## config.mk

```make
export PLATFORM = sky130hd
export DESIGN_NAME = avg_pool_feeder
export DESIGN_NICKNAME = d
export VERILOG_FILES = /design/src/rtl/avg_pool_feeder_pkg.sv /design/src/rtl/avg_pool_feeder.sv
export SDC_FILE = /design/constraint.sdc
export NUM_CORES = 1
export LEC_CHECK = 0
export BUFFER_PORTS_ARGS = -buffer_cell sky130_fd_sc_hd__buf_4
export CAP_MARGIN = 10
export CORE_ASPECT_RATIO = 0.8
export CORE_MARGIN = 5
export CORE_UTILIZATION = 45
export DETAILED_ROUTE_END_ITERATION = 10
export GPL_ROUTABILITY_DRIVEN = 0
export GPL_TIMING_DRIVEN = 0
export PLACE_DENSITY = 0.78
export SLEW_MARGIN = 20
export SYNTH_ARGS = -nofsm -noshare
export SYNTH_HDL_FRONTEND = slang
export SYNTH_SLANG_ARGS = --single-unit
```

## constraint.sdc

```tcl
create_clock -name clk -period 2.1 [get_ports clk]
set_input_delay 0 -clock clk [delete_from_list [all_inputs] [get_ports clk]]
set_output_delay 0 -clock clk [all_outputs]
set_load 0.005 [all_outputs]
```

## src/rtl/avg_pool_feeder_pkg.sv

```systemverilog
// Shared types for the avg-pool feeder: sample width and FSM states.
// Imported by the feeder and its bench.
package avg_pool_feeder_pkg;

  localparam int att_width = 16;

  typedef enum logic [2:0] {
    IDLE,
    READ,
    DRAIN,
    WAIT_END,
    GAP,
    FINISH
  } feeder_state_t;

  function automatic int clog2_min1(input int n);
    return (n > 1) ? $clog2(n) : 1;
  endfunction

endpackage

```

## src/rtl/avg_pool_feeder.sv

```systemverilog
// Streams per-channel token bursts from the attention buffer into
// Avg_pool and forwards each pooled result with its channel index.
module avg_pool_feeder
  import avg_pool_feeder_pkg::*;
#(
  parameter int N_TOKEN = 4,
  parameter int N_CH = 8,
  parameter int TIMEOUT = 64,
  localparam int ADDR_W = clog2_min1(N_CH * N_TOKEN),
  localparam int CH_W = clog2_min1(N_CH)
) (
  input  logic                 clk,
  input  logic                 rst,
  input  logic                 start,
  output logic                 busy,
  output logic                 done,
  output logic                 err,
  output logic                 rd_en,
  output logic [ADDR_W-1:0]    rd_addr,
  input  logic [att_width-1:0] rd_data,
  output logic                 en,
  output logic [att_width-1:0] i_avg,
  input  logic                 end_avg,
  input  logic [att_width-1:0] o_avg,
  output logic                 res_valid,
  output logic [CH_W-1:0]      res_ch,
  output logic [att_width-1:0] res_data
);

  localparam int TOK_W = clog2_min1(N_TOKEN);
  localparam int WC_W = clog2_min1(TIMEOUT);

  localparam logic [TOK_W-1:0] TOK_LAST = TOK_W'(N_TOKEN - 1);
  localparam logic [CH_W-1:0] CH_LAST = CH_W'(N_CH - 1);
  localparam logic [WC_W-1:0] WC_LAST = WC_W'(TIMEOUT - 1);

  feeder_state_t state_q, state_d;

  logic [TOK_W-1:0] tok_q, tok_d;
  logic [CH_W-1:0] ch_q, ch_d;
  logic [WC_W-1:0] wcnt_q, wcnt_d;
  logic err_d;
  logic rv_d;
  logic [CH_W-1:0] rch_d;
  logic [att_width-1:0] rdat_d;

  always_ff @(posedge clk) begin
    if (rst) begin
      state_q <= IDLE;
      tok_q <= '0;
      ch_q <= '0;
      wcnt_q <= '0;
      err <= 1'b0;
      en <= 1'b0;
      res_valid <= 1'b0;
      res_ch <= '0;
      res_data <= '0;
    end else begin
      state_q <= state_d;
      tok_q <= tok_d;
      ch_q <= ch_d;
      wcnt_q <= wcnt_d;
      err <= err_d;
      en <= rd_en;
      res_valid <= rv_d;
      res_ch <= rch_d;
      res_data <= rdat_d;
    end
  end

  always_comb begin
    state_d = state_q;
    tok_d = tok_q;
    ch_d = ch_q;
    wcnt_d = wcnt_q;
    err_d = err;
    rv_d = 1'b0;
    rch_d = res_ch;
    rdat_d = res_data;
    busy = 1'b0;
    done = 1'b0;
    rd_en = 1'b0;

    unique case (state_q)
      IDLE: begin
        if (start) begin
          state_d = READ;
          tok_d = '0;
          ch_d = '0;
          err_d = 1'b0;
        end
      end
      READ: begin
        busy = 1'b1;
        rd_en = 1'b1;
        tok_d = tok_q + 1'b1;
        if (tok_q == TOK_LAST) begin
          tok_d = '0;
          state_d = DRAIN;
        end
      end
      DRAIN: begin
        busy = 1'b1;
        wcnt_d = '0;
        state_d = WAIT_END;
      end
      WAIT_END: begin
        busy = 1'b1;
        if (end_avg) begin
          rv_d = 1'b1;
          rch_d = ch_q;
          rdat_d = o_avg;
          if (ch_q == CH_LAST) begin
            state_d = FINISH;
          end else begin
            ch_d = ch_q + 1'b1;
            state_d = GAP;
          end
        end else if (wcnt_q == WC_LAST) begin
          // Abort the whole pass; later channels are not attempted.
          err_d = 1'b1;
          state_d = FINISH;
        end else begin
          wcnt_d = wcnt_q + 1'b1;
        end
      end
      GAP: begin
        busy = 1'b1;
        tok_d = '0;
        state_d = READ;
      end
      FINISH: begin
        done = 1'b1;
        state_d = IDLE;
      end
      default: begin
        state_d = IDLE;
      end
    endcase

    if (end_avg && state_q != WAIT_END) begin
      err_d = 1'b1;
    end
  end

  assign rd_addr = rd_en
    ? ADDR_W'(ch_q) * ADDR_W'(N_TOKEN) + ADDR_W'(tok_q)
    : '0;

  assign i_avg = en ? rd_data : '0;

endmodule
```

Word level (Yosys, flattened, before mapping)
Index checks and enable logic that the tools add are counted.
Storage, ports and cells
  input bits: 36
  RAM bits: 0
  bits in registers: 36
  logic and storage cells: 74
  memory bits (read-only): 0
  output and inout port bits: 46
  memories: 0
  latch bits: 0
Cells by class
  shifts and indexed selects: 0
  add/subtract/negate cells: 4
  multiply operators: 0
  magnitude comparators: 0
  reductions and logical operators: 14
  equality and inequality tests: 19
  bitwise gates (word level): 1
  muxes and demuxes: 27
  divide/modulo/power cells: 0
Operators by type and width (number)
  3-bit two-way mux: 7
  16-bit two-way mux: 1
  3-bit case mux with 5 select lines: 1
  6-bit two-way mux: 2
  2-bit != test (second input constant): 6
  3-bit != test (second input constant): 4
  6-bit case mux with 2 select lines: 1
  3-bit equality test (second input constant): 3
  1-bit two-way mux: 9
  4-bit AND reduction: 2
  6-bit by 1-bit adder with 6-bit output (second input constant): 1
  3-bit by 2-bit equality test with 1-bit output (second input constant): 2
  6-bit equality test (second input constant): 1
  2-bit case mux with 3 select lines: 1
  3-bit case mux with 2 select lines: 1
  3-bit AND reduction: 2
  3-bit nonzero test: 2
  5-bit by 2-bit adder with 5-bit output: 1
  5-bit two-way mux: 1
  2-bit two-way mux: 2
  2-bit AND reduction: 2
  2-bit nonzero test: 2
  4-bit OR reduction: 1
  3-bit by 1-bit adder with 3-bit output (second input constant): 1
  other kinds (9): 9

Depth between registers and ports, before layout
Gate-level depths: netlist of the first run.
  word-level depth: 5
  mapped depth: 7
  depth with buffers taken out: 6

Worst setup path after synthesis of the first run
OpenSTA, ideal clock, no wires.
  path type: reg-to-reg
  start point: reg wcnt_q[0]
  end point: reg wcnt_q[5]
  arrival time: 1.529 ns
  path slack: 0.448 ns
  required time: 1.977 ns
  cell stages (with the launch flop): 6
  path buffers: 0
  setup time: 0.123 ns
  clock period less this slack: 1.652 ns
  cell sequence: dfxtp_1 ha_1 and3_2 a311oi_4 nand2_2 mux2_1
Between the ends
  cells in the longest elaborated chain, start to end: 4
  elaborated cells between the ends (all ways): 7
  those cells by class: 1 x add/sub; 2 x eq/ne; 3 x mux; 1 x reduce/logical
Ends and longest elaborated chain
  from (decl): RTL line avg_pool_feeder.sv:41  | logic [WC_W-1:0] wcnt_q, wcnt_d;
  from (signal assigned): RTL line avg_pool_feeder.sv:62  | wcnt_q <= wcnt_d;
  6-bit by 1-bit adder with 6-bit output: RTL line avg_pool_feeder.sv:124  | wcnt_d = wcnt_q + 1'b1;
  6-bit two-way mux: RTL line avg_pool_feeder.sv:119  | end else if (wcnt_q == WC_LAST) begin
  6-bit two-way mux: RTL line avg_pool_feeder.sv:109  | if (end_avg) begin
  6-bit case mux with 2 select lines: RTL line avg_pool_feeder.sv:84  | unique case (state_q)
Several ways; a longest one is shown, not always the timed one. The select of a mux whose other input is x is not followed.
A chain may end at the register's enable or synchronous reset.

Worst setup path in the final report of the first run
Ends and elaborated chain as after synthesis.

==> results summary, run 1 <==
The flow ran to the end, and the final reports show no timing, DRC or antenna violations. The number of slew-limit violations in the final report came out at 0. The number of detailed-route iterations in the first pass is 4. The clock period could shrink to 1820 ps. The number of global-route vias before repair came out at 1742. The number of hold violations in the final report came out at 0.

Clock tree synthesis selected as its root buffer the cell sky130_fd_sc_hd__clkbuf_8. The worst slew slack as a fraction of its limit is 60.0%. The cts-stage hold buffer count is 17.

Among all flip-flop cells after synthesis, the most frequent one is sky130_fd_sc_hd__dfxtp_1. The async set or reset register ratio after synthesis came out at 0%. The layout cell share with drive strength beyond 1 is 32.3%. After floorplanning, the core was divided into 19 placement rows. The max-capacitance violation count came out at 0. The number of I/O port buffers is 80. The count of antenna-violating nets left after detailed routing came out at 0. The worst setup margin came out at 279 ps.

Setup repair after global routing left no endpoint under its margin. The largest buffer count on any clock path came out at 2. For the worst setup path, the data required time is 2280 ps. The CTS buffer count came out at 5. The area of the core is 3520 µm². The source-to-sink clock delay at the later pin of the worst-skew pair is 290 ps. The transition time of the tightest slew-check pin came out at 598 ps. The post-CTS setup buffer count is 0. The fraction of post-synthesis cell area in the top cell type by area is 43.1%.

The overall die area is 5040 µm². On the critical path, the stage with the largest delay is an instance of sky130_fd_sc_hd__a311oi_4. In this run the worst hold path is classified as in2reg. The initial antenna violation count came out at 0. The synthesized design spends more area on one cell type than any other, namely sky130_fd_sc_hd__dfxtp_1. After synthesis, the netlist uses 42 different library cells. TritonCTS built the clock tree. The overall routing resource usage came out at 19.5%. The sequential area share after synthesis is 43.1%. After synthesis, the cell types taking the most area are sky130_fd_sc_hd__dfxtp_1, sky130_fd_sc_hd__nand2_1, sky130_fd_sc_hd__and2_1, sky130_fd_sc_hd__a21oi_1, sky130_fd_sc_hd__nor2_1. STA classifies the critical path endpoint as a flip-flop. The number of nets handed over by synthesis was 245. The signal on the critical path passes through ha_1 > and3_2 > a311oi_4 > nand2_2 > mux2_1. In this run the count of I/O pins placed on the die edge is 82. For this design the ratio of total power to cell area is 530 nW/µm². Entering global routing, the biggest net connects 12 pins. The die span in x is 78.2 µm. The combined area of all synthesized cells came out at 1670 µm². The data arrival time at the worst-slack endpoint is 2000 ps. The vias after detailed routing came out at 1773.

By startpoint and endpoint, the worst setup path is classified as reg2reg. The layout overhead on the synthesized area came out at 54.7%. The final HPWL from detailed placement is 3.33 mm. The worst setup path is launched from a flip-flop. Across the VDD grid, the largest voltage drop is 520 µV.

The Yosys step of the flow raised 0 warnings. Global routing finished with a remaining overflow of 0. The period utilization came out at 86.7%.

The biggest fanout along the worst timing path came out at 7. The number of cells produced by synthesis is 205. The clock slew seen by the registers of the worst setup and hold paths is 70 ps. The number of sinks driven by the clock tree is 36. Adding up every negative setup slack in the final design gives 0 ps. The number of antenna diodes in the final layout is 0. Counting flops and latches in the post-synthesis netlist gives 36.

The final-report setup violation count is 0. The count of unresolved DRC violations after routing came out at 0. The detailed router finished its first iteration with 112 violations. The cell leakage power came out at 1.14 nW. The mean instance size in the synthesized netlist came out at 8.16 µm². The maximum cell stage delay along the critical path is 470 ps.

The number of nets at the end of the flow is 349. The first-pass GRT wire length came out at 7.89 mm. The number of instances resized during post-cts repair came out at 0.

The maximum clock frequency came out at 549 MHz. The number of H-tree levels came out at 2. The final wirelength is 4.75 mm. The die boundary height is 64.5 µm. Measured on the finished design, the core utilization comes to 73.6%. Yosys mapped a number of flops with a built-in enable equal to 0.

The number of vias per cell came out at 5.04. The final setup skew came out at 3.12 ps. The routed wirelength normalized by instance count is 13.5 µm. The setup slack at placement is 318 ps. The total power consumption of the routed design is 1.37 mW. The effective utilization at floorplan came out at 47.5%.
[flip-flops by register name (all words and copies together), names as in the netlist]
register / count
res_data: 16
wcnt_q: 6
ch_q: 3
res_ch: 3
state_q: 3
tok_q: 2
en: 1
err: 1
res_valid: 1
[worst paths after layout]
check / start / to / slack [ps] / cells after the start
setup / recovery: wcnt_q[0]$_SDFFE_PP0P_ / wcnt_q[5]$_SDFFE_PP0P_ / 280 / 5
hold reg to reg: res_data[8]$_SDFFE_PP0P_ / res_data[8]$_SDFFE_PP0P_ / 450 / 2
setup reg to reg: wcnt_q[0]$_SDFFE_PP0P_ / wcnt_q[5]$_SDFFE_PP0P_ / 280 / 5
hold / removal: rst / wcnt_q[5]$_SDFFE_PP0P_ / 150 / 3
[critical path, delay by kind of cell (launching register included)]
kind | cells | cell delay (ps)
muxes | 1 | 320
AOI/OAI and AO/OA | 1 | 470
and+or+nand+nor | 2 | 350
DFF | 1 | 350
adders and majority gates | 1 | 230
[synth_stat cells (2+ instances only)]
cell type / number
sky130_fd_sc_hd__o21ai_1: 3
sky130_fd_sc_hd__mux2i_1: 2
sky130_fd_sc_hd__buf_2: 4
sky130_fd_sc_hd__nand3_1: 2
sky130_fd_sc_hd__ha_1: 4
sky130_fd_sc_hd__a31oi_1: 3
sky130_fd_sc_hd__nor2b_1: 4
sky130_fd_sc_hd__nor3_1: 2
sky130_fd_sc_hd__a22o_1: 2
sky130_fd_sc_hd__buf_4: 2
sky130_fd_sc_hd__a22oi_1: 2
sky130_fd_sc_hd__a21oi_1: 23
sky130_fd_sc_hd__a211oi_1: 2
sky130_fd_sc_hd__nand2_1: 41
sky130_fd_sc_hd__dfxtp_1: 36
sky130_fd_sc_hd__nor2_1: 15
sky130_fd_sc_hd__clkbuf_1: 7
sky130_fd_sc_hd__nor3b_1: 2
sky130_fd_sc_hd__and2_1: 21
sky130_fd_sc_hd__inv_1: 6
[logic make-up after synthesis]
| family | after synthesis | share of synthesized area (%) |
|---|---|---|
| muxes | 4 | 2.54 |
| AOI/OAI and AO/OA | 43 | 16.5 |
| buffers and inverters | 19 | 5.01 |
| xor gates and xnor gates | 1 | 0.524 |
| DFF | 36 | 43.1 |
| adders and majority gates | 4 | 2.99 |
| and+or+nand+nor | 98 | 29.3 |
[cell usage in the layout, fill, tap and decap left out, drive strengths merged, types with 2 or more instances in the layout]
cell type and n:
nor2 15, ha 4, mux2i 2, and2 21, mux2 2, dlygate4sd3 17, o21ai 4, a22oi 2
a22o 2, a31oi 3, nand2 42, dfxtp 36, inv 6, clkinv 2, nor3b 3, buf 86
a211oi 2, nand3 2, nor3 2, a21oi 23, clkbuf 13, and3 2, nor2b 4
[power breakdown]
| group | switching [mW] | internal (mW) | total [mW] | leakage [nW] |
|---|---|---|---|---|
| logic | 0.0658 | 0.107 | 0.173 | 0.802 |
| registers | 0.00652 | 0.689 | 0.696 | 0.291 |
| clock network | 0.241 | 0.261 | 0.503 | 0.0510 |
[through the flow]
stage                     hold WS (ps)  std cells  cell area, µm²
after floorplan                    110        205            1670
after global placement             250        327            2330
after detailed placement           258        327            2330
after CTS                          143        352            2590
after global routing               175        352            2590
final                              145        352            2590
[area by class of cell]
type                            instances  area [µm²]
Clock buffer                            6        82.6
Sequential cell                        36         721
Timing Repair Buffer                   97         771
Buffer                                 13        61.3
Inverter                                6        22.5
Tap cell                               42        52.6
Fill cell                             273         930
Clock inverter                          2        10.0
Multi-Input combinational cell        150         868
[layer usage]
layer  up-vias  global-route usage (%)  share of wire (%)
li1        897                       -                  -
met1       802                    23.8                 44
met2        69                    31.9                 44
met3         5                    7.76                 10
met4         0                    5.90                1.2
met5         -                       0                  0
Note: power is estimated with default switching activity, not from simulation.
==> inputs of run 2 (changes only) <==
- ABC_AREA: default -> 1
- CORE_UTILIZATION: 45 -> 46
==> run 2 against run 1 <==
Effect of this change: first-iteration DRC count is 13% lower; global-route usage is 0.33 points higher; die area is 1.8% higher; setup slack better by 330 ps; fmax is 22% higher; sequential share of layout area is 1.0 points lower; final cell count is 16% higher.
==> results summary, run 2 <==
The final wirelength came out at 4.92 mm (was 4.75 mm). The layout cell share with drive strength beyond 1 is 27.9% (was 32.3%). RSZ-0062 raised after global routing: false (unchanged). The cell taking the most area after synthesis is sky130_fd_sc_hd__dfxtp_1 (unchanged).

The number of flip-flops under the largest register name was 16 (unchanged). The number of H-tree levels is 2 (unchanged). Commonest cells in the synthesized netlist: sky130_fd_sc_hd__nand2_1, sky130_fd_sc_hd__dfxtp_1, sky130_fd_sc_hd__inv_1 (was sky130_fd_sc_hd__nand2_1, sky130_fd_sc_hd__dfxtp_1, sky130_fd_sc_hd__a21oi_1).

The maximum clock frequency is 672 MHz (was 549 MHz). The leading cell type by number of instances after synthesis was sky130_fd_sc_hd__nand2_1 (unchanged). The required time at the endpoint of the critical path is 2280 ps (about the same). The sequential area share after synthesis came to 41.3% (was 43.1%).

The largest buffer count on any clock path is 2 (unchanged). The largest vdd supply drop is 559 µV (was 520 µV). Leading cell types in the layout, fill and taps excluded: sky130_fd_sc_hd__buf_4, sky130_fd_sc_hd__nand2_1, sky130_fd_sc_hd__dfxtp_1, sky130_fd_sc_hd__inv_1, sky130_fd_sc_hd__nand3_1 (was sky130_fd_sc_hd__buf_4, sky130_fd_sc_hd__nand2_1, sky130_fd_sc_hd__dfxtp_1, sky130_fd_sc_hd__a21oi_1, sky130_fd_sc_hd__and2_1). The number of global-route vias before repair came out at 1872 (was 1742). The number of sinks driven by the clock tree is 36 (unchanged). The overall routing resource usage came to 19.8% (was 19.5%). The most common cell after layout, fill and taps aside is sky130_fd_sc_hd__buf_4 (unchanged). The worst setup margin came to 612 ps (was 279 ps). The number of I/O port buffers came out at 80 (unchanged). The vias after detailed routing was 1982 (was 1773). The I/O pin count came out at 82 (unchanged). The TritonCTS clock tree is built (unchanged). The final total negative setup slack came out at 0 ps (unchanged). The critical path capture point type is a flip-flop (unchanged).

The effective utilization at floorplan is 46.8% (was 47.5%). The transition time of the tightest slew-check pin is 489 ps (was 598 ps). The max-capacitance violation count came to 0 (unchanged).

The overall die area is 5140 µm² (was 5040 µm²). The final setup skew came out at 8.42 ps (was 3.12 ps). Area contributors post-synth: sky130_fd_sc_hd__dfxtp_1, sky130_fd_sc_hd__nand2_1, sky130_fd_sc_hd__nand3_1, sky130_fd_sc_hd__a21oi_1, sky130_fd_sc_hd__inv_1 (was sky130_fd_sc_hd__dfxtp_1, sky130_fd_sc_hd__nand2_1, sky130_fd_sc_hd__and2_1, sky130_fd_sc_hd__a21oi_1, sky130_fd_sc_hd__nor2_1). The number of detailed-route iterations in the first pass is 4 (unchanged). The type of element launching the critical path was a flip-flop (unchanged). The source-to-sink clock delay at the later pin of the worst-skew pair is 290 ps (about the same).

The number of hold violations in the final report is 0 (unchanged). The number of instances resized during post-cts repair is 0 (unchanged). The final HPWL from detailed placement came out at 3.62 mm (was 3.33 mm). The count of inserted antenna diode cells came out at 0 (unchanged). The total nets after synthesis is 301 (was 245).

The count of antenna-violating nets left after detailed routing came out at 0 (unchanged). The classification of the worst setup path is reg2reg (unchanged). The die boundary height came out at 65.1 µm (was 64.5 µm). The first-iteration detailed-routing DRC count was 98 (was 112).

The cts-stage hold buffer count came out at 16 (was 17). The primary flip-flop cell chosen by synthesis mapping is sky130_fd_sc_hd__dfxtp_1 (unchanged). The number of slew-limit violations in the final report is 0 (unchanged). The CTS buffer count is 5 (unchanged). The number of synthesis warnings came out at 0 (unchanged). The cell row count is 20 (was 19).

The layout overhead on the synthesized area came out at 53.9% (was 54.7%). The number of nets at the end of the flow is 404 (was 349). The number of vias per cell came out at 4.85 (was 5.04). The mean instance size in the synthesized netlist came to 6.69 µm² (was 8.16 µm²). Status: complete, no violations (unchanged). The total power consumption of the routed design came out at 2.29 mW (was 1.37 mW). The total global routing overflow is 0 (unchanged). The fraction of post-synthesis cell area in the top cell type by area is 41.3% (was 43.1%). The clock slew seen by the registers of the worst setup and hold paths came out at 70 ps (about the same). The clock period minus final worst setup slack is 1490 ps (was 1820 ps).

The buffer type at the clock tree root was sky130_fd_sc_hd__clkbuf_8 (unchanged). The synthesis-stage register bit count came out at 36 (unchanged). The number of cells produced by synthesis is 261 (was 205).

The period utilization is 70.9% (was 86.7%). The power per unit of standard cell area is 852 nW/µm² (was 530 nW/µm²). The routed wirelength normalized by instance count came out at 12.0 µm (was 13.5 µm). The final-report setup violation count came out at 0 (unchanged). The count of unresolved DRC violations after routing came to 0 (unchanged).

Largest registers: res_data (16), wcnt_q (6) (unchanged). The area of all placed cells without fillers is 2690 µm² (was 2590 µm²). The combined area of all synthesized cells is 1750 µm² (was 1670 µm²).

The register with the most flip-flops is res_data (unchanged). The cell leakage power is 1.35 nW (was 1.14 nW). The async set or reset register ratio after synthesis came out at 0% (unchanged). The area of the core is 3730 µm² (was 3520 µm²). The biggest fanout along the worst timing path is 6 (was 7). The minimum setup slack among reg-to-reg paths came to 610 ps (was 280 ps). The number of enable-type register cells in the synthesized netlist is 0 (unchanged). The post-CTS setup buffer count is 0 (unchanged). The setup slack at placement is 648 ps (was 318 ps). The area of placed instances is 2400 µm² (was 2330 µm²).

The first-pass GRT wire length came out at 8.20 mm (was 7.89 mm). The maximum number of pins on one net before global-route repair came to 12 (unchanged). The data arrival time at the worst-slack endpoint was 1670 ps (was 2000 ps). The number of distinct library cells after synthesis was 23 (was 42).

The worst slew slack as a fraction of its limit came out at 67.4% (was 60.0%). The die span in x came out at 78.9 µm (was 78.2 µm). The initial antenna violation count came out at 0 (unchanged). The path class of the lowest-slack min-delay path is in2reg (unchanged).
[run 2: cell count changes in the layout (fill, tap and decap cells not counted), sizes merged, moves of 5 or more]
cell	before	now
nor2	15	25
inv	6	37
nand3	2	35
a21oi	23	28
nand2	42	70
and2	21	0
[run 2: layout make-up]
type | count | area [µm²]
Fill cell | 304 | 1040
Clock buffer | 7 | 96.3
Sequential cell | 36 | 721
Buffer | 11 | 48.8
Clock inverter | 1 | 30.0
Multi-Input combinational cell | 176 | 835
Inverter | 38 | 143
Timing Repair Buffer | 96 | 761
Tap cell | 44 | 55.1
[run 2: stage by stage]
stage          hold slack, ps  utilization, %  cells
2_1_floorplan            72.1               -    261
3_3_place_gp              247            64.4    385
3_5_place_dp              248            64.4    385
4_1_cts                  20.9            72.1    409
5_1_grt                  53.5            72.1    409
6_report                 25.8            72.1    409
[run 2: logic make-up after synthesis]
| kind of cell | count (synthesis) | share of synthesized area, % |
|---|---|---|
| fa+ha+maj | 4 | 2.87 |
| flops | 36 | 41.3 |
| simple gates | 137 | 34.6 |
| compound gates | 35 | 10.3 |
| buf+inv | 49 | 11.0 |
[run 2: worst max-delay path, cell delays in order (launching register included)]
cell and delay, ps:
sky130_fd_sc_hd__dfxtp_1 380, sky130_fd_sc_hd__ha_1 210, sky130_fd_sc_hd__nand3_1 130, sky130_fd_sc_hd__inv_1 90, sky130_fd_sc_hd__nand2_1 60, sky130_fd_sc_hd__nand2_1 160, sky130_fd_sc_hd__nand2_2 130, sky130_fd_sc_hd__a21oi_1 160
sky130_fd_sc_hd__nor2_1 50
[run 2: worst paths after layout]
kind / from / endpoint / cells after the start
hold reg to reg: res_ch[1]$_SDFFE_PP0P_ / res_ch[1]$_SDFFE_PP0P_ / 2
setup / recovery: wcnt_q[1]$_SDFFE_PP0P_ / wcnt_q[2]$_SDFFE_PP0P_ / 8
setup reg to reg: wcnt_q[1]$_SDFFE_PP0P_ / wcnt_q[2]$_SDFFE_PP0P_ / 8
hold / removal: start / err$_SDFFE_PP0P_ / 4
[run 2: power breakdown]
part           leakage (nW)  total (mW)  switching, mW  internal [mW]
clock network        0.0645       0.655          0.236          0.419
logic                 0.999       0.830          0.476          0.354
registers             0.291       0.806         0.0586          0.748
[run 2: per-layer routing]
metal,part of all wire (%),vias up,GRT usage (%)
met1,42,865,22.7
met5,0,-,0
met2,45,74,34.9
li1,-,1036,-
met4,1.1,0,6.44
met3,12,7,6.71
